## src/rtl/axi_tdd_ng_seq_ctrl.sv

```systemverilog
// Profile sequencer: walks the TDD counter through a table of {frame_length, repeat}
// profiles and re-syncs the counter at every profile change.
module axi_tdd_ng_seq_ctrl #(
   parameter int PROFILE_COUNT  = 4,
   parameter int REGISTER_WIDTH = 32,
   parameter int REPEAT_WIDTH   = 16,
   parameter int PROF_AW        = (PROFILE_COUNT > 1) ? $clog2(PROFILE_COUNT) : 1
) (
   input  logic                      clk,
   input  logic                      resetn,
   input  logic                      cfg_we,
   input  logic [PROF_AW-1:0]        cfg_addr,
   input  logic [REGISTER_WIDTH-1:0] cfg_frame_length,
   input  logic [REPEAT_WIDTH-1:0]   cfg_repeat,
   input  logic [PROF_AW:0]          seq_length,
   input  logic                      seq_loop,
   input  logic                      seq_start,
   input  logic                      seq_stop,
   input  logic                      tdd_endof_frame,
   output logic                      tdd_enable,
   output logic [REGISTER_WIDTH-1:0] tdd_frame_length,
   output logic                      tdd_sync,
   output logic                      seq_busy,
   output logic [PROF_AW-1:0]        seq_index,
   output logic                      seq_done
);

   typedef enum logic [2:0] {IDLE, LOAD, SYNC, RUN, DONE} state_t;

   state_t                    state_reg;
   state_t                    state_next;
   logic [REGISTER_WIDTH-1:0] len_mem [PROFILE_COUNT];
   logic [REPEAT_WIDTH-1:0]   rep_mem [PROFILE_COUNT];
   logic [PROF_AW:0]          len_lat_reg;
   logic                      loop_lat_reg;
   logic [REPEAT_WIDTH-1:0]   rep_lat_reg;
   logic [REPEAT_WIDTH-1:0]   frame_cnt_reg;
   logic [PROF_AW-1:0]        index_reg;
   logic [PROF_AW-1:0]        index_next;
   logic [REPEAT_WIDTH-1:0]   rep_eff;
   logic                      last_frame;
   logic                      last_prof;
   logic                      enable_next;
   logic                      sync_next;
   logic                      busy_next;
   logic                      done_next;

   assign rep_eff    = (rep_lat_reg == '0) ? REPEAT_WIDTH'(1) : rep_lat_reg;
   assign last_frame = (frame_cnt_reg == rep_eff - REPEAT_WIDTH'(1));
   assign last_prof  = ((PROF_AW+1)'(index_reg) + (PROF_AW+1)'(1)) >= len_lat_reg;
   assign index_next = (state_reg == IDLE || last_prof) ? '0 : index_reg + PROF_AW'(1);
   assign seq_index  = index_reg;

   always_ff @(posedge clk) begin
      if (cfg_we && (int'(cfg_addr) < PROFILE_COUNT)) begin
         len_mem[cfg_addr] <= cfg_frame_length;
         rep_mem[cfg_addr] <= cfg_repeat;
      end
   end

   always_ff @(posedge clk or negedge resetn) begin
      if (!resetn) state_reg <= IDLE;
      else         state_reg <= state_next;
   end

   always_comb begin
      state_next = state_reg;
      case (state_reg)
         IDLE: if (seq_start && (seq_length != '0)) state_next = LOAD;
         LOAD: state_next = SYNC;
         SYNC: state_next = RUN;
         RUN: begin
            if (tdd_endof_frame && last_frame)
               state_next = (!last_prof || loop_lat_reg) ? LOAD : DONE;
         end
         DONE: state_next = IDLE;
         default: state_next = IDLE;
      endcase
      if (seq_stop) state_next = IDLE;
   end

   // Enable holds its value through LOAD so the counter keeps running between profiles.
   always_comb begin
      sync_next   = (state_next == SYNC);
      busy_next   = (state_next != IDLE);
      done_next   = (state_next == DONE);
      enable_next = tdd_enable;
      if (state_next == SYNC)
         enable_next = 1'b1;
      else if (state_next == IDLE || state_next == DONE)
         enable_next = 1'b0;
   end

   // The table is read on the edge entering LOAD, so the new length is stable a cycle before sync.
   always_ff @(posedge clk or negedge resetn) begin
      if (!resetn) begin
         tdd_enable       <= 1'b0;
         tdd_sync         <= 1'b0;
         seq_busy         <= 1'b0;
         seq_done         <= 1'b0;
         tdd_frame_length <= '0;
         index_reg        <= '0;
         frame_cnt_reg    <= '0;
         rep_lat_reg      <= '0;
         len_lat_reg      <= '0;
         loop_lat_reg     <= 1'b0;
      end else begin
         tdd_enable <= enable_next;
         tdd_sync   <= sync_next;
         seq_busy   <= busy_next;
         seq_done   <= done_next;
         if (state_reg == IDLE && state_next == LOAD) begin
            len_lat_reg  <= (seq_length > (PROF_AW+1)'(PROFILE_COUNT)) ?
                            (PROF_AW+1)'(PROFILE_COUNT) : seq_length;
            loop_lat_reg <= seq_loop;
         end
         if (state_next == LOAD) begin
            index_reg        <= index_next;
            tdd_frame_length <= len_mem[index_next];
            rep_lat_reg      <= rep_mem[index_next];
            frame_cnt_reg    <= '0;
         end else if (state_reg == RUN && tdd_endof_frame && !seq_stop) begin
            frame_cnt_reg <= last_frame ? '0 : frame_cnt_reg + REPEAT_WIDTH'(1);
         end
      end
   end

endmodule

```

## config.mk

```make
export PLATFORM = sky130hd
export DESIGN_NAME = axi_tdd_ng_seq_ctrl
export DESIGN_NICKNAME = d
export VERILOG_FILES = /design/src/rtl/axi_tdd_ng_seq_ctrl.sv
export SDC_FILE = /design/constraint.sdc
export NUM_CORES = 1
export LEC_CHECK = 0
export BUFFER_PORTS_ARGS = -buffer_cell sky130_fd_sc_hd__buf_2
export CORE_UTILIZATION = 64
export DETAILED_ROUTE_END_ITERATION = 6
export PLACE_DENSITY = 0.85
export SLEW_MARGIN = 20
export SYNTH_ARGS = -nofsm -noshare
export SYNTH_HDL_FRONTEND = slang
export SYNTH_SLANG_ARGS = --single-unit
```

## constraint.sdc

```tcl
create_clock -name clk -period 8.3 [get_ports clk]
set_clock_uncertainty 0.2 [all_clocks]
set_input_delay 1.66 -clock clk [delete_from_list [all_inputs] [get_ports clk]]
set_output_delay 1.66 -clock clk [all_outputs]
set_load 0.01 [all_outputs]
```

# Word level (Yosys, flattened, before mapping)
# Memory sizes are Yosys's and may differ from the RTL's. A register that Yosys moved wholly into a read port is not among the register bits.
# Index checks and enable logic that the tools add are counted.
dict set report totals {
  word_cells 58
  memories 2
  output_inout_bits 38
  input_bits 60
  reg_bits 29
  ram_bits 192
}
dict set report classes {
  n_reduce_logical 19
  n_mux 15
  eq_ne 7
  add_sub_neg 4
  n_lt_le_gt_ge 2
}
# memory depth width rd rd_ports_with_merged_regs write_ports line
set mem_list {}
lappend mem_list {len_mem 4 32 1 1 1 32} ;# logic [REGISTER_WIDTH-1:0] len_mem [PROFILE_COUNT];
lappend mem_list {rep_mem 4 16 1 1 1 33} ;# logic [REPEAT_WIDTH-1:0] rep_mem [PROFILE_COUNT];
# cell count
set op_table {}
lappend op_table {{2-to-1 mux 16 bit} 4}
lappend op_table {{adder 16 x 1 -> 16 bit, second input constant} 1}
lappend op_table {{== test 16 bit} 1}
lappend op_table {{logical NOT 16 bit} 1}
lappend op_table {{subtractor 16 x 1 -> 16 bit, second input constant} 1}
lappend op_table {{2-to-1 mux 3 bit} 5}
lappend op_table {{case mux 3 bit (4 select lines)} 1}
lappend op_table {{== test 3 x 2 -> 1 bit, second input constant} 3}
lappend op_table {{== test 3 x 1 -> 1 bit, second input constant} 2}
lappend op_table {{logical NOT 3 bit} 2}
lappend op_table {{nonzero test 3 bit} 2}
lappend op_table {{logical AND 1 bit} 5}
lappend op_table {{logical NOT 1 bit} 4}
lappend op_table {{2-to-1 mux 1 bit} 4}
lappend op_table {{nonzero test 2 bit} 2}
lappend op_table {{adder 2 x 1 -> 3 bit, second input constant} 1}
lappend op_table {{== test 3 bit, second input constant} 1}
lappend op_table {{>= comparator 3 bit} 1}
lappend op_table {{greater-than comparator 3 bit, second input constant} 1}
lappend op_table {{logical OR 1 bit} 3}
lappend op_table {{adder 2 x 1 -> 2 bit, second input constant} 1}
lappend op_table {{2-to-1 mux 2 bit} 1}

# Longest topological paths before layout
# Gate-level depths: netlist (run 1).
dict set report depth {
  word_depth 12
  depth_mapped 17
  mapped_depth_nobuf 14
}

# Worst setup path before layout (run 1)
# No wires, ideal clock.
dict set report synth_timing {
  path_type {input-to-reg}
  start {input port cfg_addr[1]}
  end {memory len_mem[0][0], enable pin}
  required_time_ns 7.576
  setup_time_ns 0.524
  t_arrival_ns 5.213
  cell_stages 1
  path_slack_ns 2.364
  cell_sequence {nor3b_1}
}
# item line
set synth_lines {}
lappend synth_lines {{start, declared} 12} ;# input logic [PROF_AW-1:0] cfg_addr,
lappend synth_lines {{end, declared} 32}
# No word-level cell before the write port.

# Worst setup path after layout (run 1)
dict set report layout_timing {
  start {register rep_lat_reg[9] (read register of rep_mem)}
  end {register tdd_frame_length[16] (read register of len_mem)}
}
dict set report layout_between {
  elab_chain_len 9
}
# item line
set layout_rtl {}
lappend layout_rtl {{start, declared} 36} ;# logic [REPEAT_WIDTH-1:0] rep_lat_reg;
lappend layout_rtl {{logical NOT 16 bit} 48} ;# assign rep_eff = (rep_lat_reg == '0) ? REPEAT_WIDTH'(1) : rep_lat_reg;
lappend layout_rtl {{2-to-1 mux 16 bit *} 48}
lappend layout_rtl {{subtractor 16 x 1 -> 16 bit *} 49} ;# assign last_frame = (frame_cnt_reg == rep_eff - REPEAT_WIDTH'(1));
lappend layout_rtl {{== test 16 bit *} 49}
lappend layout_rtl {{logical AND 1 bit *} 73} ;# if (tdd_endof_frame && last_frame)
lappend layout_rtl {{2-to-1 mux 3 bit *} 73}
lappend layout_rtl {{case mux 3 bit (4 select lines) *} 68} ;# case (state_reg)
lappend layout_rtl {{2-to-1 mux 3 bit *} 79} ;# if (seq_stop) state_next = IDLE;
lappend layout_rtl {{== test 3 x 1 -> 1 bit *} 117} ;# if (state_next == LOAD) begin
lappend layout_rtl {{end, declared} 21} ;# output logic [REGISTER_WIDTH-1:0] tdd_frame_length,
# Every way passes the cells marked *; elsewhere a longest branch is shown, timed or not.
# A chain may end at the register's enable or synchronous reset.

==> results of run 1 <==
-- cells in the final DEF, fill, tap and decap left out, types with 5 or more instances in the layout --
cell type,count
ha_1,6
o22ai_1,47
and3_1,5
nor2_1,33
nand3_1,12
buf_4,7
clkinv_2,7
nand4_1,7
nor4_1,7
nor3_1,10
bufinv_16,5
a21oi_1,9
nand3b_1,5
edfxtp_1,192
mux2_1,6
inv_1,8
xor2_1,16
nand2_1,108
dfrtp_1,77
mux2_4,42
a31oi_1,50
or4_1,5
buf_2,96
xnor2_1,11
clkbuf_16,27
nor2b_1,6
mux2i_1,5
-- critical path: stages (launching register included) --
cell and delay [ns]:
dfrtp_1 0.47, nor4_1 0.61, nand4_1 0.23, nor2_1 0.16, nor2_1 0.06, ha_1 0.24
nor2b_1 0.14, or3_1 0.34, a31oi_1 0.17, nand3_1 0.13, nor4_2 0.30, nor4b_4 0.34
o2bb2ai_2 0.26, nand3_4 0.84, mux2_1 0.66
-- power groups by stage --
| stage | registers, uW | clock network [uW] | logic, uW |
|---|---|---|---|
| finish | 1790 | 1260 | 989 |
| global route | 1810 | 1320 | 1070 |
| CTS | 1780 | 1260 | 983 |
| detailed placement | 1800 | 0 | 956 |
| global placement | 1790 | 0 | 915 |
| floorplan | 1790 | 0 | 651 |
-- kinds of logic after synthesis --
logic type                 after synthesis  share of synthesized area (%)
AOI/OAI and AO/OA                      129                          7.622
DFF                                    269                          70.57
buffers and inverters                   46                          1.928
adders and majority gates                6                         0.6887
muxes                                   53                          6.864
and+or+nand+nor                        229                          10.16
xor gates and xnor gates                27                          2.169
-- worst paths after layout --
path / to / depth (start not counted) / slack, ns / start
min reg2reg: tdd_frame_length[7] / 1 / 0.30 / tdd_frame_length[7]
max: tdd_frame_length[16] / 14 / 2.97 / rep_lat_reg[9]
min in group asynchronous: rep_lat_reg[2] / 1 / 0.97 / resetn
max in group asynchronous: tdd_frame_length[21] / 1 / 6.40 / resetn
max reg2reg: tdd_frame_length[16] / 14 / 2.97 / rep_lat_reg[9]
min: tdd_frame_length[7] / 1 / 0.30 / tdd_frame_length[7]
-- stage by stage --
stage | setup WS, ns | hold slack [ns] | area (um^2) | power, uW
finish | 2.973 | 0.2990 | 12510 | 4037
global route | 2.563 | 0.3089 | 12510 | 4198
detailed placement | 3.075 | 0.2805 | 11560 | 2754
floorplan | 2.364 | 0.2484 | 10900 | 2439
CTS | 2.984 | 0.2963 | 12490 | 4030
global placement | 3.247 | 0.2718 | 11560 | 2702
-- metal layers --
metal / part of all wire, % / vias up
li1: - / 3050
met1: 38 / 3474
met2: 52 / 374
met3: 7.9 / 52
met4: 1.9 / 2
met5: 0.041 / -
-- final cells by class --
class,instances,area (um^2),share of cell area (%)
Tap cell,220,275.3,2.201
Multi-Input combinational cell,444,3043,24.33
Antenna cell,1,2.502,0.02001
Sequential cell,269,7692,61.50
Clock inverter,17,216.5,1.731
Inverter,8,30.03,0.2401
Clock buffer,32,704.4,5.632
Timing Repair Buffer,104,544.3,4.351
==> out/metrics.cfg, run 1 <==
[cells_and_area]
area_growth_pct=14.75
finish.utilization_pct=75.43
fillers=937
layout-drive-gt1-share_pct=23.23
largest_reg_flops=128
fin_nets=920
largestRegisters=len_mem: 128 flops, rep_mem: 64 flops, tdd_frame_length: 32 flops
final_cells=1095
top_register=len_mem

[grt]
grt_overflow_total=0
grt_usage_pct=28.46
grt_max_degree=78
use_met1_pct=35.95
grt_pass1_vias=7206
grtUsageMet3_pct=5.172
busiest_layer=met2
grtUsageMet2_pct=49.80
antenna_found_initial=1
grt_pass1_wl_mm=38.45

[synthesis]
synth_top_area_cell=edfxtp_1
ys_ff_latch=269
syn_nets=825
yosysSeqAreaShare_pct=70.57
syn_area_per_cell_um2=14.36
synthTopCellsByArea=edfxtp_1 53%, dfrtp_1 18%, mux2_4 5.8%
yosysMostFrequentCell=edfxtp_1
yosysTopAreaCellShare_pct=52.89
syn_inst=759
ys_types=51
ys_top_cells_by_count=192 x edfxtp_1, 111 x nand2_1, 77 x dfrtp_1, 50 x a31oi_1, 47 x o22ai_1
ys.flop_type=edfxtp_1
synthArstFlopShare_pct=28.62
syn_area_mm2=0.01090
synth_warnings=0
synth-edff-count=192

[die]
fp.coreArea_mm2=0.01658
fp.dieW_um=132.5
rows=47
dieArea_mm2=0.01756
ioPinCount=98
die_h_um=132.5
start_util_pct=65.73

[power]
p_per_area_mw_per_mm2=322.8
p_leak_uw=0.004897
p_sw_share_pct=29.99
vdd_drop_max_v=0.0002498
p_sw_uw=1211
pwr-share-seq_pct=44.3
p_int_uw=2826
comb_power_share_pct=24.5
pwr-share-clk_pct=31.2

[critical_path]
cp_max_fo=50
crit_required_ns=8.49
criticalPathCategory=reg2reg
worstSetupEndpointType=flop
cp-start-kind=flop
arrival_ns=5.52

[routing]
drt-total-wl_mm=24.45
viasPerCell=6.349
routedWlPerCell_um=22.33
vias=6952
ant_nets=0
remaining_drc_errors=0
firstDrtPassIters=5
drtIter0Drc=692

[placement]
gp_congestion=0.9188
dp_cells=1045
io_buffers=97
hpwl_mm=13.21

[timing]
fmax_mhz=187.7
period_needed_ns=5.327
finalHoldViolCount=0
maxSlewViolCount=0
setup_violations=0
finalSetupTns_ns=0
slew_headroom_pct=25.93
worst_slew_pin_slew_ns=1.111
timing.final.crit_share_pct=64.18
rsz0062_at_grt=no

[clock_network]
numCtsBuffers=27
cts_hold_buf=0
clkSinkCount=269
htree_levels=1
clock_path_buffers=3
ctsResizeCount=0
cts_tree=yes
post-cts-setup-buffers=0
clock_latency_ns=0.53
root_buffer=clkbuf_16
cts.clk_slew.worst_paths_ns=0.07

[job]
drv_cap=0

[min_path]
hold_path_class=reg2reg

[status]
outcome=finished clean

(Power assumes the default switching activity.)
==> inputs of run 2 (changes only) <==
- CORE_UTILIZATION: 64 -> 53
- PLACE_DENSITY: 0.85 -> 0.75
- clock period: 8.3 -> 4.8 ns (I/O delays scaled with it)
==> run 2 against run 1 <==
  * Clock-buffer cell count up 4
  * Via count down 7.7%
  * Critical path depth up 1
  * Register-to-register slack worse by 2.5 ns
  * Final area up 0.15%
  * Setup slack worse by 2.5 ns
  * Final cell count up 5.0%
  * Combinational power up 68%
  * Sequential power up 72%
  * Worst hold slack worse by 0.021 ns
  * Die area up 20%
  * Critical path type unchanged
  * Largest power group unchanged
==> out/metrics.cfg, run 2 (same netlist as run 1, synthesis figures left out) <==
[clock_network]
htree_levels=1  ; unchanged
post-cts-setup-buffers=0  ; unchanged
cts_hold_buf=0  ; unchanged
numCtsBuffers=27  ; unchanged
clock_path_buffers=3  ; unchanged
cts_tree=yes  ; unchanged
ctsResizeCount=0  ; unchanged
clock_latency_ns=0.53  ; about the same
root_buffer=clkbuf_16  ; unchanged
clkSinkCount=269  ; unchanged
cts.clk_slew.worst_paths_ns=0.06  ; was 0.07 ns

[cells_and_area]
fin_nets=925  ; was 920
final_cell_mix=192 x edfxtp_1, 108 x nand2_1, 96 x buf_2, 77 x dfrtp_1, 50 x a31oi_1  ; unchanged
seq_area_mm2=0.007692  ; unchanged
layout-drive-gt1-share_pct=23.64  ; was 23.23%
final_area_mm2=0.01253  ; was 0.01251 mm^2
largest_reg_flops=128  ; unchanged
fillers=1513  ; was 937
final_common_cell=edfxtp_1  ; unchanged
area_growth_pct=14.92  ; was 14.75%
antenna_cells=0  ; was 1
top_register=len_mem  ; unchanged
largestRegisters=len_mem: 128 flops, rep_mem: 64 flops, tdd_frame_length: 32 flops  ; unchanged
multi_input_area_mm2=0.003033  ; was 0.003043 mm^2

[die]
start_util_pct=54.04  ; was 65.73%
fp.coreArea_mm2=0.02017  ; was 0.01658 mm^2
dieArea_mm2=0.02114  ; was 0.01756 mm^2
fp.dieW_um=145.4  ; was 132.5 um
ioPinCount=98  ; unchanged
die_h_um=145.4  ; was 132.5 um
rows=52  ; was 47

[critical_path]
cp-start-kind=flop  ; unchanged
worst_r2r_path_depth=15  ; was 14
worstSetupEndpointType=flop  ; unchanged
crit_required_ns=5.01  ; was 8.49 ns
criticalPathCategory=reg2reg  ; unchanged
arrival_ns=4.54  ; was 5.52 ns
cp_max_fo=50  ; unchanged

[status]
outcome=finished clean  ; unchanged

[routing]
remaining_drc_errors=0  ; unchanged
vias=6416  ; was 6,952
routedWlPerCell_um=18.89  ; was 22.33 um
ant_nets=0  ; unchanged
drtIter0Drc=392  ; was 692
drt-total-wl_mm=21.73  ; was 24.45 mm
firstDrtPassIters=5  ; unchanged
viasPerCell=5.579  ; was 6.349

[timing]
fmax_mhz=230.8  ; was 187.7 MHz
period_needed_ns=4.332  ; was 5.327 ns
rsz0062_at_grt=no  ; unchanged
maxSlewViolCount=0  ; unchanged
finalHoldViolCount=0  ; unchanged
setup_violations=0  ; unchanged
worst_slew_pin_slew_ns=0.9496  ; was 1.111 ns
timing.final.ws_setup_ns=0.4678  ; was 2.973 ns
slew_headroom_pct=36.69  ; was 25.93%
timing.final.crit_share_pct=90.26  ; was 64.18%
finalSetupTns_ns=0  ; unchanged

[grt]
grt_max_degree=78  ; unchanged
grt_overflow_total=0  ; unchanged
grt_pass1_vias=6569  ; was 7,206
grt_pass1_wl_mm=34.84  ; was 38.45 mm
antenna_found_initial=2  ; was 1
grt_usage_pct=21.01  ; was 28.46%

[job]
drv_cap=0  ; unchanged

[power]
vdd_drop_max_v=0.0003560  ; was 0.0002498 V
p_leak_uw=0.004891  ; was 0.004897 uW
p_per_area_mw_per_mm2=533.2  ; was 322.8 mW/mm^2

[placement]
gp_congestion=0.8936  ; was 0.9188
placed_area_mm2=0.01170  ; was 0.01156 mm^2
hpwl_mm=12.79  ; was 13.21 mm
io_buffers=97  ; unchanged
place_ws_ns=0.4696  ; was 3.075 ns

[min_path]
hold_path_class=in2async  ; was reg2reg

-- run 2: path summary, 6_finish.rpt --
| path | from | end | slack, ns |
|---|---|---|---|
| setup / recovery | rep_lat_reg[4] | tdd_frame_length[16] | 0.47 |
| hold / removal | resetn | frame_cnt_reg[3] | 0.28 |
| setup reg to reg | rep_lat_reg[4] | tdd_frame_length[16] | 0.47 |
| hold reg to reg | tdd_frame_length[7] | tdd_frame_length[7] | 0.29 |
| max in group asynchronous | resetn | rep_lat_reg[14] | 3.62 |
| min in group clk | tdd_frame_length[7] | tdd_frame_length[7] | 0.29 |
-- run 2: final cells by class --
type | instances | share of cell area (%)
Clock buffer | 36 | 5.983
Clock inverter | 14 | 0.6193
Inverter | 8 | 0.2397
Multi-Input combinational cell | 444 | 24.21
Sequential cell | 269 | 61.41
Tap cell | 270 | 2.697
Timing Repair Buffer | 109 | 4.844
-- run 2: through the flow --
stage	std cells	power [uW]	utilization, %	hold slack [ns]
CTS	1150	6720	62.09	0.2946
floorplan	759	4216	-	0.2484
finish	1150	6679	62.11	0.2783
global route	1150	7001	62.11	0.3149
global placement	1100	4738	57.99	0.2727
detailed placement	1100	4793	57.99	0.2813
-- run 2: routing by layer --
| metal | routed length, um | track usage (%) | share of wire (%) |
|---|---|---|---|
| met5 | 26 | 0 | 0.12 |
| met4 | 330 | 5.211 | 1.5 |
| met3 | 1185 | 3.981 | 5.5 |
| met2 | 10620 | 35.60 | 49 |
| met1 | 9560 | 28.22 | 44 |
-- run 2: worst max-delay path, stage by stage, from the launching register on --
cell	delay (ns)
dfrtp_1	0.46
nor4_1	0.46
nand4_1	0.20
nor2_1	0.18
nor2_1	0.06
ha_1	0.24
nor2b_1	0.14
or3_1	0.35
a31oi_1	0.18
nand3_1	0.12
nor4_2	0.29
nor4b_4	0.33
o2bb2ai_2	0.26
nand3_4	0.12
buf_12	0.26
mux2_1	0.35
-- run 2: power by group --
| group | switching (uW) | internal, uW |
|---|---|---|
| combinational | 886 | 777 |
| clock | 844 | 1100 |
| sequential | 260 | 2810 |
| total | 1990 | 4690 |
